===== src/rtl/mgnt_reg_bridge.sv =====
// SPI-to-management register bridge: byte-serial read/write requests to NUM_PORTS agents plus flow-table staging.
// Optional read-response timeout is compiled in with `define MGNT_REG_BRIDGE_TIMEOUT_EN.
module mgnt_reg_bridge #(
   parameter int NUM_PORTS      = 4,
   parameter int MGNT_REG_WIDTH = 32,
   parameter int FLOW_WIDTH     = 120,
   parameter int HASH_WIDTH     = 12,
   parameter int TIMEOUT_CYCLES = 255
) (
   input  logic                  clk,
   input  logic                  rst,
   input  logic                  spi_wr,
   input  logic [6:0]            spi_op,
   input  logic [15:0]           spi_din,
   output logic                  spi_ack,
   output logic [15:0]           spi_dout,
   output logic [1:0]            spi_status,
   output logic [NUM_PORTS-1:0]  sys_req_valid,
   output logic                  sys_req_wr,
   output logic [7:0]            sys_req_addr,
   output logic [7:0]            sys_req_data,
   input  logic                  sys_resp_valid,
   input  logic [7:0]            sys_resp_data,
   output logic                  ft_clear,
   output logic                  ft_update,
   output logic [FLOW_WIDTH-1:0] flow,
   output logic [HASH_WIDTH-1:0] hash
);

   // state      | meaning
   // S_IDLE     | waiting for a command write
   // S_DECODE   | one cycle: validate port, snapshot write data, launch request
   // S_WR_BURST | streaming BYTES write bytes MSB first
   // S_RD_WAIT  | collecting BYTES response beats
   typedef enum logic [1:0] {S_IDLE, S_DECODE, S_WR_BURST, S_RD_WAIT} state_t;

   localparam int BYTES  = MGNT_REG_WIDTH / 8;
   localparam int WORDS  = MGNT_REG_WIDTH / 16;
   localparam int RSEL_W = (WORDS > 1) ? $clog2(WORDS) : 1;
   localparam int CNT_W  = $clog2(BYTES + 1);

   state_t                    state_q;
   logic                      busy_q;
   logic                      err_q;
   logic                      cmd_wr_q;
   logic [6:0]                cmd_port_q;
   logic [7:0]                cmd_addr_q;
   logic [MGNT_REG_WIDTH-1:0] wdata_q;
   logic [MGNT_REG_WIDTH-1:0] burst_q;
   logic [MGNT_REG_WIDTH-1:0] rd_acc_q;
   logic [MGNT_REG_WIDTH-1:0] rdata_q;
   logic [CNT_W-1:0]          cnt_q;
   logic [NUM_PORTS-1:0]      req_valid_q;
   logic                      req_wr_q;
   logic [7:0]                req_data_q;
   logic [RSEL_W-1:0]         rsel_q;
   logic [HASH_WIDTH-1:0]     hash_q;
   logic [FLOW_WIDTH-1:0]     flow_q;
   logic [1:0]                ft_pend_q;
   logic [1:0]                ft_pend_d;
   logic                      ft_update_q;
   logic                      ft_clear_q;

`ifdef MGNT_REG_BRIDGE_TIMEOUT_EN
   localparam int TMR_W = $clog2(TIMEOUT_CYCLES + 1);
   logic [TMR_W-1:0]          tmr_q;
`endif

   logic op_cmd, op_wdata, op_tbl, op_hash, op_rsel, op_err_clr;
   logic port_ok;

   assign op_cmd     = spi_wr && (spi_op == 7'h00);
   assign op_wdata   = spi_wr && (spi_op == 7'h01);
   assign op_tbl     = spi_wr && (spi_op == 7'h02);
   assign op_hash    = spi_wr && (spi_op == 7'h03);
   assign op_rsel    = spi_wr && (spi_op == 7'h04);
   assign op_err_clr = spi_wr && (spi_op == 7'h05);
   assign port_ok    = int'(cmd_port_q) < NUM_PORTS;

   assign spi_ack       = spi_wr;
   assign spi_dout      = 16'(rdata_q >> {rsel_q, 4'b0000});
   assign spi_status    = {err_q, busy_q};
   assign sys_req_valid = req_valid_q;
   assign sys_req_wr    = req_wr_q;
   assign sys_req_addr  = cmd_addr_q;
   assign sys_req_data  = req_data_q;
   assign ft_update     = ft_update_q;
   assign ft_clear      = ft_clear_q;
   assign flow          = flow_q;
   assign hash          = hash_q;

   always_ff @(posedge clk or posedge rst) begin
      if (rst) begin
         state_q     <= S_IDLE;
         busy_q      <= 1'b0;
         err_q       <= 1'b0;
         cmd_wr_q    <= 1'b0;
         cmd_port_q  <= '0;
         cmd_addr_q  <= '0;
         burst_q     <= '0;
         rd_acc_q    <= '0;
         rdata_q     <= '0;
         cnt_q       <= '0;
         req_valid_q <= '0;
         req_wr_q    <= 1'b0;
         req_data_q  <= '0;
`ifdef MGNT_REG_BRIDGE_TIMEOUT_EN
         tmr_q       <= '0;
`endif
      end else begin
         if (op_err_clr) err_q <= 1'b0;
         if (op_cmd && busy_q) err_q <= 1'b1;
         case (state_q)
            S_IDLE: begin
               if (op_cmd) begin
                  cmd_wr_q   <= spi_din[15];
                  cmd_port_q <= spi_din[14:8];
                  cmd_addr_q <= spi_din[7:0];
                  busy_q     <= 1'b1;
                  state_q    <= S_DECODE;
               end
            end
            S_DECODE: begin
               if (!port_ok) begin
                  err_q   <= 1'b1;
                  busy_q  <= 1'b0;
                  state_q <= S_IDLE;
               end else if (cmd_wr_q) begin
                  // Burst runs from a private copy so later 0x01 writes only stage the next command.
                  req_valid_q <= NUM_PORTS'(1) << cmd_port_q;
                  req_wr_q    <= 1'b1;
                  req_data_q  <= wdata_q[MGNT_REG_WIDTH-1 -: 8];
                  burst_q     <= wdata_q << 8;
                  cnt_q       <= CNT_W'(1);
                  state_q     <= S_WR_BURST;
               end else begin
                  req_valid_q <= NUM_PORTS'(1) << cmd_port_q;
                  req_wr_q    <= 1'b0;
                  cnt_q       <= '0;
                  state_q     <= S_RD_WAIT;
`ifdef MGNT_REG_BRIDGE_TIMEOUT_EN
                  tmr_q       <= TMR_W'(TIMEOUT_CYCLES);
`endif
               end
            end
            S_WR_BURST: begin
               if (cnt_q == CNT_W'(BYTES)) begin
                  req_valid_q <= '0;
                  req_wr_q    <= 1'b0;
                  req_data_q  <= '0;
                  busy_q      <= 1'b0;
                  state_q     <= S_IDLE;
               end else begin
                  req_data_q <= burst_q[MGNT_REG_WIDTH-1 -: 8];
                  burst_q    <= burst_q << 8;
                  cnt_q      <= cnt_q + CNT_W'(1);
               end
            end
            S_RD_WAIT: begin
               req_valid_q <= '0;
               if (sys_resp_valid) begin
`ifdef MGNT_REG_BRIDGE_TIMEOUT_EN
                  tmr_q <= TMR_W'(TIMEOUT_CYCLES);
`endif
                  // Beats gather in rd_acc_q; rdata_q only changes once the word is complete.
                  if (cnt_q == CNT_W'(BYTES - 1)) begin
                     rdata_q <= MGNT_REG_WIDTH'({rd_acc_q, sys_resp_data});
                     cnt_q   <= '0;
                     busy_q  <= 1'b0;
                     state_q <= S_IDLE;
                  end else begin
                     rd_acc_q <= MGNT_REG_WIDTH'({rd_acc_q, sys_resp_data});
                     cnt_q    <= cnt_q + CNT_W'(1);
                  end
               end
`ifdef MGNT_REG_BRIDGE_TIMEOUT_EN
               else if (tmr_q == TMR_W'(1)) begin
                  rdata_q <= '1;
                  cnt_q   <= '0;
                  err_q   <= 1'b1;
                  busy_q  <= 1'b0;
                  state_q <= S_IDLE;
               end else begin
                  tmr_q <= tmr_q - TMR_W'(1);
               end
`endif
            end
            default: state_q <= S_IDLE;
         endcase
      end
   end

   always_ff @(posedge clk or posedge rst) begin
      if (rst) begin
         wdata_q <= '0;
         rsel_q  <= '0;
         hash_q  <= '0;
         flow_q  <= '0;
      end else begin
         if (op_wdata) wdata_q <= MGNT_REG_WIDTH'({wdata_q, spi_din});
         if (op_rsel)  rsel_q  <= RSEL_W'(int'(spi_din) % WORDS);
         if (op_hash)  hash_q  <= spi_din[HASH_WIDTH-1:0];
         // Walking flow bits keeps every select in range; words past the entry never match an op.
         for (int b = 0; b < FLOW_WIDTH; b++) begin
            if (spi_wr && (spi_op == 7'(48 + b / 16))) flow_q[b] <= spi_din[b % 16];
         end
      end
   end

   always_comb begin
      ft_pend_d = 2'b00;
      if (op_tbl && (ft_pend_q == 2'b00) && !ft_update_q && !ft_clear_q) begin
         if (spi_din == 16'd1)      ft_pend_d = 2'b01;
         else if (spi_din == 16'd2) ft_pend_d = 2'b10;
      end
   end

   always_ff @(posedge clk or posedge rst) begin
      if (rst) begin
         ft_pend_q   <= 2'b00;
         ft_update_q <= 1'b0;
         ft_clear_q  <= 1'b0;
      end else begin
         ft_pend_q   <= ft_pend_d;
         ft_update_q <= ft_pend_q[0];
         ft_clear_q  <= ft_pend_q[1];
      end
   end

endmodule

===== config.mk =====
export PLATFORM = sky130hd
export DESIGN_NAME = mgnt_reg_bridge
export DESIGN_NICKNAME = d
export VERILOG_FILES = /design/src/rtl/mgnt_reg_bridge.sv
export SDC_FILE = /design/constraint.sdc
export NUM_CORES = 1
export LEC_CHECK = 0
export ABC_AREA = 1
export BUFFER_PORTS_ARGS = -buffer_cell sky130_fd_sc_hd__buf_4
export CAP_MARGIN = 20
export CORE_MARGIN = 2
export CORE_UTILIZATION = 55
export DETAILED_ROUTE_END_ITERATION = 6
export PLACE_DENSITY = 0.79
export SYNTH_ARGS = -nofsm -noshare
export SYNTH_HDL_FRONTEND = slang
export SYNTH_SLANG_ARGS = --single-unit

===== constraint.sdc =====
create_clock -name clk -period 10 [get_ports clk]
set_clock_uncertainty 0.15 [all_clocks]
set_input_delay 0.5 -clock clk [delete_from_list [all_inputs] [get_ports clk]]
set_output_delay 0.5 -clock clk [all_outputs]
set_load 0.02 [all_outputs]

==> impl_metrics.tcl, run 1 <==
set metrics [dict create \
    cts_max_path_buffers 3 \
    status "completed" \
    totalWireLength_um 28300 \
    critPathLaunchType "register" \
    clock.fmax_mhz 362 \
    area_delta_synth_final_pct 22.8 \
    period_minus_slack_ps 2760 \
    final_cell_mix "nand2_1, dfrtp_1, buf_4" \
    post_cts_resized 0 \
    postPlaceCellArea_mm2 0.0129 \
    gp_congestion 0.801 \
    setup_viol 0 \
    finalNetCount 1380 \
    fin_util 0.687 \
    drc 0 \
    finalPower_mw 3.51 \
    numCtsBuffers 30 \
    h-tree-depth 1 \
    synth.net_count 1201 \
    finalNonFillerCells 1633 \
    pwr_density_cell_mw_per_mm2 254 \
    num_vias 8717 \
    synth_cell_types 34 \
    synthArstFlopShare 1.00 \
    irDropWorstVdd_mv 0.141 \
    insertion_delay_ps 550 \
    drt_iter0_markers 598 \
    path_class "register to primary output" \
    grt_pass1_wl_um 45000 \
    dieWidth_um 147 \
    coreArea_mm2 0.0202 \
    synth_area_mm2 0.0113 \
    fin_crit_sh 0.276 \
    cp.required_ps 9350 \
    vias_per_cell 5.34 \
    syn_avg_cell_area_um2 9.71 \
    report.final.slew_viol_count 0 \
    relSlewSlack 0.304 \
    die_area_mm2 0.0217 \
    crit_chain "o21ai_0 -> buf_4" \
    finalSetupTns_ps 0 \
    place_inst 1579 \
    wire_per_inst_um 17.3 \
    ys.flop_type "dfrtp_1" \
    slowest_delay_ps 1010 \
    synthAdderAreaFrac 0.00444 \
    antenna_left 0 \
    pre_cts_ws_ps 7300 \
    synthCells 1162 \
    ys_seq_area_frac 0.632 \
    cts_tree "done" \
    worstPathMaxFanout 33 \
    end_kind "primary output" \
    synth_xor_area_frac 0 \
    tightest_slew_ps 1040 \
    synth_compound_area_frac 0.141 \
    cap_viol_max_count 0 \
    hold_violations 0 \
    grt_pass1_vias 8378 \
    port_buffers 208 \
    postCtsHoldBufs 0 \
    ios 209 \
    ys_warn_count 0 \
    path_clk_slew_ps 60 \
    overflow 0 \
    stdcell_area_mm2 0.0139 \
    grt_use_total 0.263 \
    dieHeight_um 147 \
    place_hpwl_um 18100 \
    yosys-mux-area-fraction 0.0151 \
    min_path_type "input port to async pin" \
    ys_ff_latch 285 \
    cts.sinks 285 \
    hold_slack_ps 8.77 \
    fin_ws_ps 7240 \
    arrival_ps 2110 \
    num_antenna_cells 0 \
    grt_max_degree 140 \
    synth_simple_gate_area_frac 0.144 \
    post_cts_buffers 0 \
    first_pass_iters 5 \
    total_leakage_power_nw 7.03 \
    drive_above_1_share 0.218 \
    core.rowCount 52 \
    n_fill_cell 1587 \
    clockRootBuffer "clkbuf_16" \
    grt_antenna_before_repair 0 \
    rsz0062_at_grt "false" \
    synth_enable_flop_cells 0 \
    cp_slowest_cell "dfrtp_1" \
    synth_top_family_by_area "simple AND/OR/NAND/NOR gates" \
    final_common_cell "nand2_1" \
    initial_core_util 0.559 \
]
cell families after synthesis:
| logic type | count (synthesis) |
|---|---|
| fa+ha+maj | 4 |
| compound gates | 298 |
| simple gates | 399 |
| mux | 16 |
| buf+inv | 160 |
| flops | 285 |
routing by layer:
layer	wire length (um)	vias up	track usage
li1	-	4115	-
met3	2450	37	0.0736
met5	0	-	0
met1	11900	4253	0.359
met4	480	0	0.0611
met2	13400	312	0.425
registers in the layout (all words and copies together) (netlist names):
register       flops
sys_req_addr       8
ft_update          1
cmd_wr_q           1
sys_req_data       8
ft_pend_q          2
cmd_port_q         7
busy_q             1
hash              12
flow             120
ft_clear           1
cnt_q              3
rd_acc_q          24
burst_q           24
err_q              1
rdata_q           32
sys_req_valid      4
sys_req_wr         1
wdata_q           32
rsel_q             1
state_q            2
critical path, delay by kind of cell (launching register included):
kind | cells | cell delay (ps)
DFF | 1 | 1010
AOI/OAI and AO/OA | 1 | 310
buffers and inverters | 1 | 230
power breakdown:
part           internal (mW)  switching, mW
clock network          0.644          0.442
logic                  0.343          0.573
registers               1.38          0.128
total                   2.37           1.14
final timing paths:
kind | start | end | slack (ps) | cells past startpoint
max | rsel_q$_DFFE_PP0P_ | spi_dout[14] | 7240 | 2
min | rst | flow[21]$_DFFE_PP0P_ | 9 | 2
max reg2reg | state_q[0]$_DFFE_PP0P_ | burst_q[17]$_DFFE_PP0P_ | 7430 | 8
min reg2reg | ft_pend_q[1]$_DFF_PP0_ | ft_clear$_DFF_PP0_ | 220 | 0
max in group asynchronous | rst | sys_req_data[1]$_DFFE_PP0P_ | 8190 | 3
min in group clk | sys_resp_data[7] | rdata_q[7]$_DFFE_PP0P_ | 20 | 3
Yosys cell counts, drive strengths merged, types with 4 or more instances:
| library cell | count | area [um2] |
|---|---|---|
| clkbuf | 37 | 139 |
| o21a | 8 | 60.1 |
| ha | 4 | 50.1 |
| inv | 92 | 345 |
| dfrtp | 285 | 7130 |
| mux2 | 8 | 90.1 |
| mux2i | 8 | 80.1 |
| a21oi | 32 | 160 |
| buf | 31 | 230 |
| nand4 | 9 | 56.3 |
| nand2 | 310 | 1180 |
| o21ai | 248 | 1300 |
| nand3 | 21 | 123 |
| a22oi | 8 | 60.1 |
| nor2 | 54 | 218 |
cell type report:
| type | count | area (um2) | area share |
|---|---|---|---|
| Tap cell | 270 | 338 | 0.0244 |
| Clock buffer | 46 | 902 | 0.0651 |
| Sequential cell | 285 | 7130 | 0.515 |
| Inverter | 92 | 353 | 0.0255 |
| Timing Repair Buffer | 215 | 1610 | 0.116 |
| Clock inverter | 8 | 71.3 | 0.00515 |
| Multi-Input combinational cell | 717 | 3450 | 0.249 |
No activity file was read; power rests on OpenSTA's default activity.
==> run 2, diff against run 1 <==
- CORE_UTILIZATION: 55 -> 50
- PLACE_DENSITY: 0.79 -> 0.76
- clock period: 10 -> 2.5 ns (I/O delays scaled with it)
==> impl_metrics.tcl, run 2 (synthesis gave the netlist of run 1 again) <==
set metrics [dict create \
    stdcell_area_mm2 0.0144 \
    worstPathMaxFanout 13 \
    path_clk_slew_ps 70 \
    min_path_cells 4 \
    cp_slowest_cell "dlygate4sd3_1" \
    cap_viol_max_count 0 \
    first_pass_iters 5 \
    place_inst 1607 \
    drc 0 \
    wire_per_inst_um 17.2 \
    r2r_end "rdata_q[24]$_DFFE_PP0P_" \
    path_class "input port to register" \
    min_path_type "input port to register" \
    vias_per_cell 5.17 \
    status "completed" \
    gp_congestion 0.803 \
    numCtsBuffers 29 \
    min_from "spi_wr" \
    rr_startpoint "cnt_q[0]$_DFFE_PP0P_" \
    cts_tree "done" \
    fin_ws_ps 81.7 \
    initial_core_util 0.514 \
    period_minus_slack_ps 2420 \
    seqCellArea_mm2 0.00713 \
    arrival_ps 2760 \
    drt_iter0_markers 619 \
    crit_chain "dlygate4sd3_1 -> buf_4 -> inv_1 -> nand3_1 -> dlygate4sd3_1 -> nor2_1 -> dlygate4sd3_1" \
    rsz0062_at_grt "false" \
    cts_max_path_buffers 3 \
    overflow 0 \
    grt_pass1_vias 8698 \
    core.rowCount 54 \
    slowest_delay_ps 610 \
    r2r_setup_slack_ps 470 \
    port_buffers 208 \
    finalSetupTns_ps 0 \
    final_common_cell "nand2_1" \
    grt_antenna_before_repair 0 \
    grt_pass1_wl_um 46500 \
    final_cell_mix "nand2_1, dfrtp_1, buf_4" \
    pwr_density_cell_mw_per_mm2 991 \
    hold_violations 0 \
    irDropWorstVdd_mv 0.596 \
    tightest_slew_ps 835 \
    hold_end "rsel_q$_DFFE_PP0P_" \
    place_hpwl_um 18800 \
    critPathLaunchType "input port" \
    grt_use_total 0.245 \
    crit_family "buffers and inverters" \
    multi_input_area_mm2 0.00345 \
    end_kind "register" \
    largest_reg_flops 120 \
    coreArea_mm2 0.0220 \
    num_antenna_cells 0 \
    h-tree-depth 1 \
    grt_max_degree 92 \
    postPlaceCellArea_mm2 0.0131 \
    fin_util 0.658 \
    path_common_cell "dlygate4sd3_1" \
    total_leakage_power_nw 7.29 \
    relSlewSlack 0.443 \
    dieWidth_um 154 \
    r2r_cells 6 \
    dieHeight_um 154 \
    num_vias 8754 \
    finalPower_mw 14.3 \
    finalNetCount 1430 \
    pre_cts_ws_ps 513 \
    totalWireLength_um 29100 \
    cp.required_ps 2840 \
    antenna_left 0 \
    area_delta_synth_final_pct 28.0 \
    clock.fmax_mhz 414 \
    cts.sinks 285 \
    die_area_mm2 0.0238 \
    report.final.slew_viol_count 0 \
    insertion_delay_ps 550 \
    drive_above_1_share 0.226 \
    n_fill_cell 1750 \
    setup_viol 0 \
    hold_slack_ps 28.4 \
    clockRootBuffer "clkbuf_16" \
    fin_crit_sh 0.967 \
    finalNonFillerCells 1693 \
    ios 209 \
    worst-path-buf-inv 5 \
]
run 2: cell types whose count changed in the layout (fill, tap and decap cells not counted), sizes merged:
cell / before / now
buf: 215 / 233
inv: 93 / 92
bufinv: 1 / 5
clkinv: 6 / 11
dlygate4sd3: 0 / 33
clkbuf: 46 / 35
clkinvlp: 0 / 2
run 2: metal layers:
layer  share of wire  up-vias  GRT usage
met2            0.45      295      0.388
met4           0.024        0     0.0579
met1            0.43     4182      0.339
li1                -     4226          -
met5               0        -          0
met3           0.091       51     0.0703
run 2: area by class of cell:
type | count | area share
flip-flops and latches | 285 | 0.494
repair buffers | 266 | 0.149
multi-input cells | 717 | 0.239
clock inverters | 18 | 0.0153
inverters | 92 | 0.0242
clock buffers | 35 | 0.0539
well taps | 280 | 0.0243
run 2: timing repair:
action / CTS / global route
gates resized for setup: 0 / 5
hold buffers: 33 / 0
setup endpoints to repair: 0 / 2
setup buffers: 0 / 0
endpoints found under the hold margin: 395 / 0
run 2: how the worst max path moves through the flow:
stage	start	endpoint	slack, ps	cells after the start
CTS	spi_din[6]	ft_pend_q[1]$_DFF_PP0_	10	10
global route	spi_din[6]	ft_pend_q[0]$_DFF_PP0_	2	10
global placement	cnt_q[0]$_DFFE_PP0P_	rdata_q[31]$_DFFE_PP0P_	570	6
floorplan	rst	burst_q[10]$_DFFE_PP0P_	-1550	1
detailed placement	cnt_q[0]$_DFFE_PP0P_	rdata_q[24]$_DFFE_PP0P_	510	6
finish	spi_din[0]	ft_pend_q[1]$_DFF_PP0_	80	7
run 2: report_power, final:
part / internal (mW) / total, mW / switching, mW
combinational: 1.45 / 3.76 / 2.31
clock: 2.73 / 4.51 / 1.78
sequential: 5.53 / 6.04 / 0.511
total: 9.71 / 14.3 / 4.60
run 2: worst min-delay path: stages:
cell and delay, ps:
buf_4 120, and3b_1 240, nand3_1 120, o21ai_0 70
==> run 3, diff against run 2 <==
- CORE_UTILIZATION: 50 -> 55
- PLACE_DENSITY: 0.76 -> 0.79
- clock period: 2.5 -> 2.3 ns (I/O delays scaled with it)
==> impl_metrics.tcl, run 3 (synthesis gave the netlist of run 1 again) <==
set metrics [dict create \
    finalPower_mw 15.0 \
    numCtsBuffers 28 \
    finalNetCount 1431 \
    core.rowCount 52 \
    n_fill_cell 1471 \
    coreArea_mm2 0.0202 \
    gp_congestion 0.872 \
    cap_viol_max_count 0 \
    wire_per_inst_um 17.2 \
    h-tree-depth 1 \
    irDropWorstVdd_mv 0.730 \
    swShare 0.329 \
    clockRootBuffer "clkbuf_16" \
    power.switching_mw 4.94 \
    insertion_delay_ps 530 \
    num_antenna_cells 0 \
    seq_power_share 0.436 \
    dieWidth_um 147 \
    worstPathMaxFanout 12 \
    fin_util 0.710 \
    path_class "input port to register" \
    drt_iter0_markers 650 \
    totalWireLength_um 29000 \
    relSlewSlack 0.540 \
    cts_tree "done" \
    end_kind "register" \
    drc 0 \
    report.final.slew_viol_count 0 \
    fin_ws_ps 98.3 \
    critPathLaunchType "input port" \
    port_buffers 208 \
    initial_core_util 0.559 \
    largest_reg_flops 120 \
    postPlaceCellArea_mm2 0.0131 \
    cp.required_ps 2560 \
    path_clk_slew_ps 60 \
    ios 209 \
    setup_viol 0 \
    stdcell_area_mm2 0.0143 \
    num_vias 8862 \
    finalSetupTns_ps 0 \
    arrival_ps 2460 \
    min_path_type "input port to async pin" \
    cts.sinks 285 \
    cts_max_path_buffers 3 \
    r2r_cells 10 \
    hold_violations 0 \
    clock.fmax_mhz 454 \
    grt_pass1_vias 8512 \
    fin_crit_sh 0.957 \
    pwr_density_cell_mw_per_mm2 1050 \
    combPwrFrac 0.273 \
    place_hpwl_um 18700 \
    final_cell_mix "nand2_1, dfrtp_1, buf_4" \
    first_pass_iters 7 \
    period_minus_slack_ps 2200 \
    antenna_left 0 \
    pre_cts_ws_ps 275 \
    die_area_mm2 0.0217 \
    status "completed" \
    vias_per_cell 5.26 \
    p_clk_frac 0.290 \
    overflow 0 \
    total_leakage_power_nw 7.23 \
    grt_pass1_wl_um 45900 \
    grt_use_total 0.268 \
    grt_antenna_before_repair 0 \
    rsz0062_at_grt "false" \
    grt_max_degree 92 \
    internal_power_mw 10.1 \
    final_common_cell "nand2_1" \
    tightest_slew_ps 688 \
    area_delta_synth_final_pct 26.9 \
    dieHeight_um 147 \
    drive_above_1_share 0.223 \
]
## run 3: cell type report
cell class	instances	area, um2	area share
clock buffers	42	835	0.0583
clock inverters	10	53.8	0.00376
repair buffers	268	2160	0.151
multi-input cells	717	3450	0.241
inverters	92	353	0.0246
well taps	270	338	0.0236
flip-flops and latches	285	7130	0.498
## run 3: worst paths after layout
path / from / endpoint / slack (ps)
max in group asynchronous: rst / hash[11]$_DFFE_PP0P_ / 1140
min in group clk: spi_din[9] / wdata_q[9]$_DFFE_PP0P_ / 40
worst min-delay path: rst / flow[29]$_DFFE_PP0P_ / 40
worst max register to register: cnt_q[0]$_DFFE_PP0P_ / burst_q[18]$_DFFE_PP0P_ / 260
worst max-delay path: spi_din[1] / ft_pend_q[0]$_DFF_PP0_ / 100
worst min register to register: ft_pend_q[0]$_DFF_PP0_ / ft_update$_DFF_PP0_ / 220
## run 3: power groups by stage
stage / registers (mW) / clock network (mW) / logic [mW]
global route: 6.67 / 4.65 / 4.56
global placement: 6.60 / 0 / 3.93
CTS: 6.55 / 4.43 / 4.15
detailed placement: 6.63 / 0 / 4.07
finish: 6.56 / 4.36 / 4.11
floorplan: 6.87 / 0 / 2.57
## run 3: worst max-delay path, stage by stage
cell and delay (ps):
dlygate4sd3_1 530, buf_4 130, clkinvlp_4 310, nand3_1 210, dlygate4sd3_1 570, nor2_1 50
dlygate4sd3_1 550
## run 3: repair_timing
action | CTS | global route
gates resized for setup | 0 | 2
setup endpoints to repair | 0 | 2
hold buffers | 35 | 0
endpoints found under the hold margin | 401 | 0
setup buffers | 0 | 0
## run 3: through the flow
| step | hold WS, ps | instances |
|---|---|---|
| 2_1_floorplan | 86.0 | 1162 |
| 3_3_place_gp | 22.5 | 1597 |
| 3_5_place_dp | 26.0 | 1597 |
| 4_1_cts | 11.4 | 1684 |
| 5_1_grt | 39.1 | 1684 |
| 6_report | 44.1 | 1684 |
## run 3: layer usage
layer / vias up / wire, um / GRT usage
met5: - / 0 / 0
met2: 323 / 13500 / 0.422
met3: 65 / 2530 / 0.0717
met4: 0 / 940 / 0.0865
li1: 4219 / - / -
met1: 4255 / 11900 / 0.369
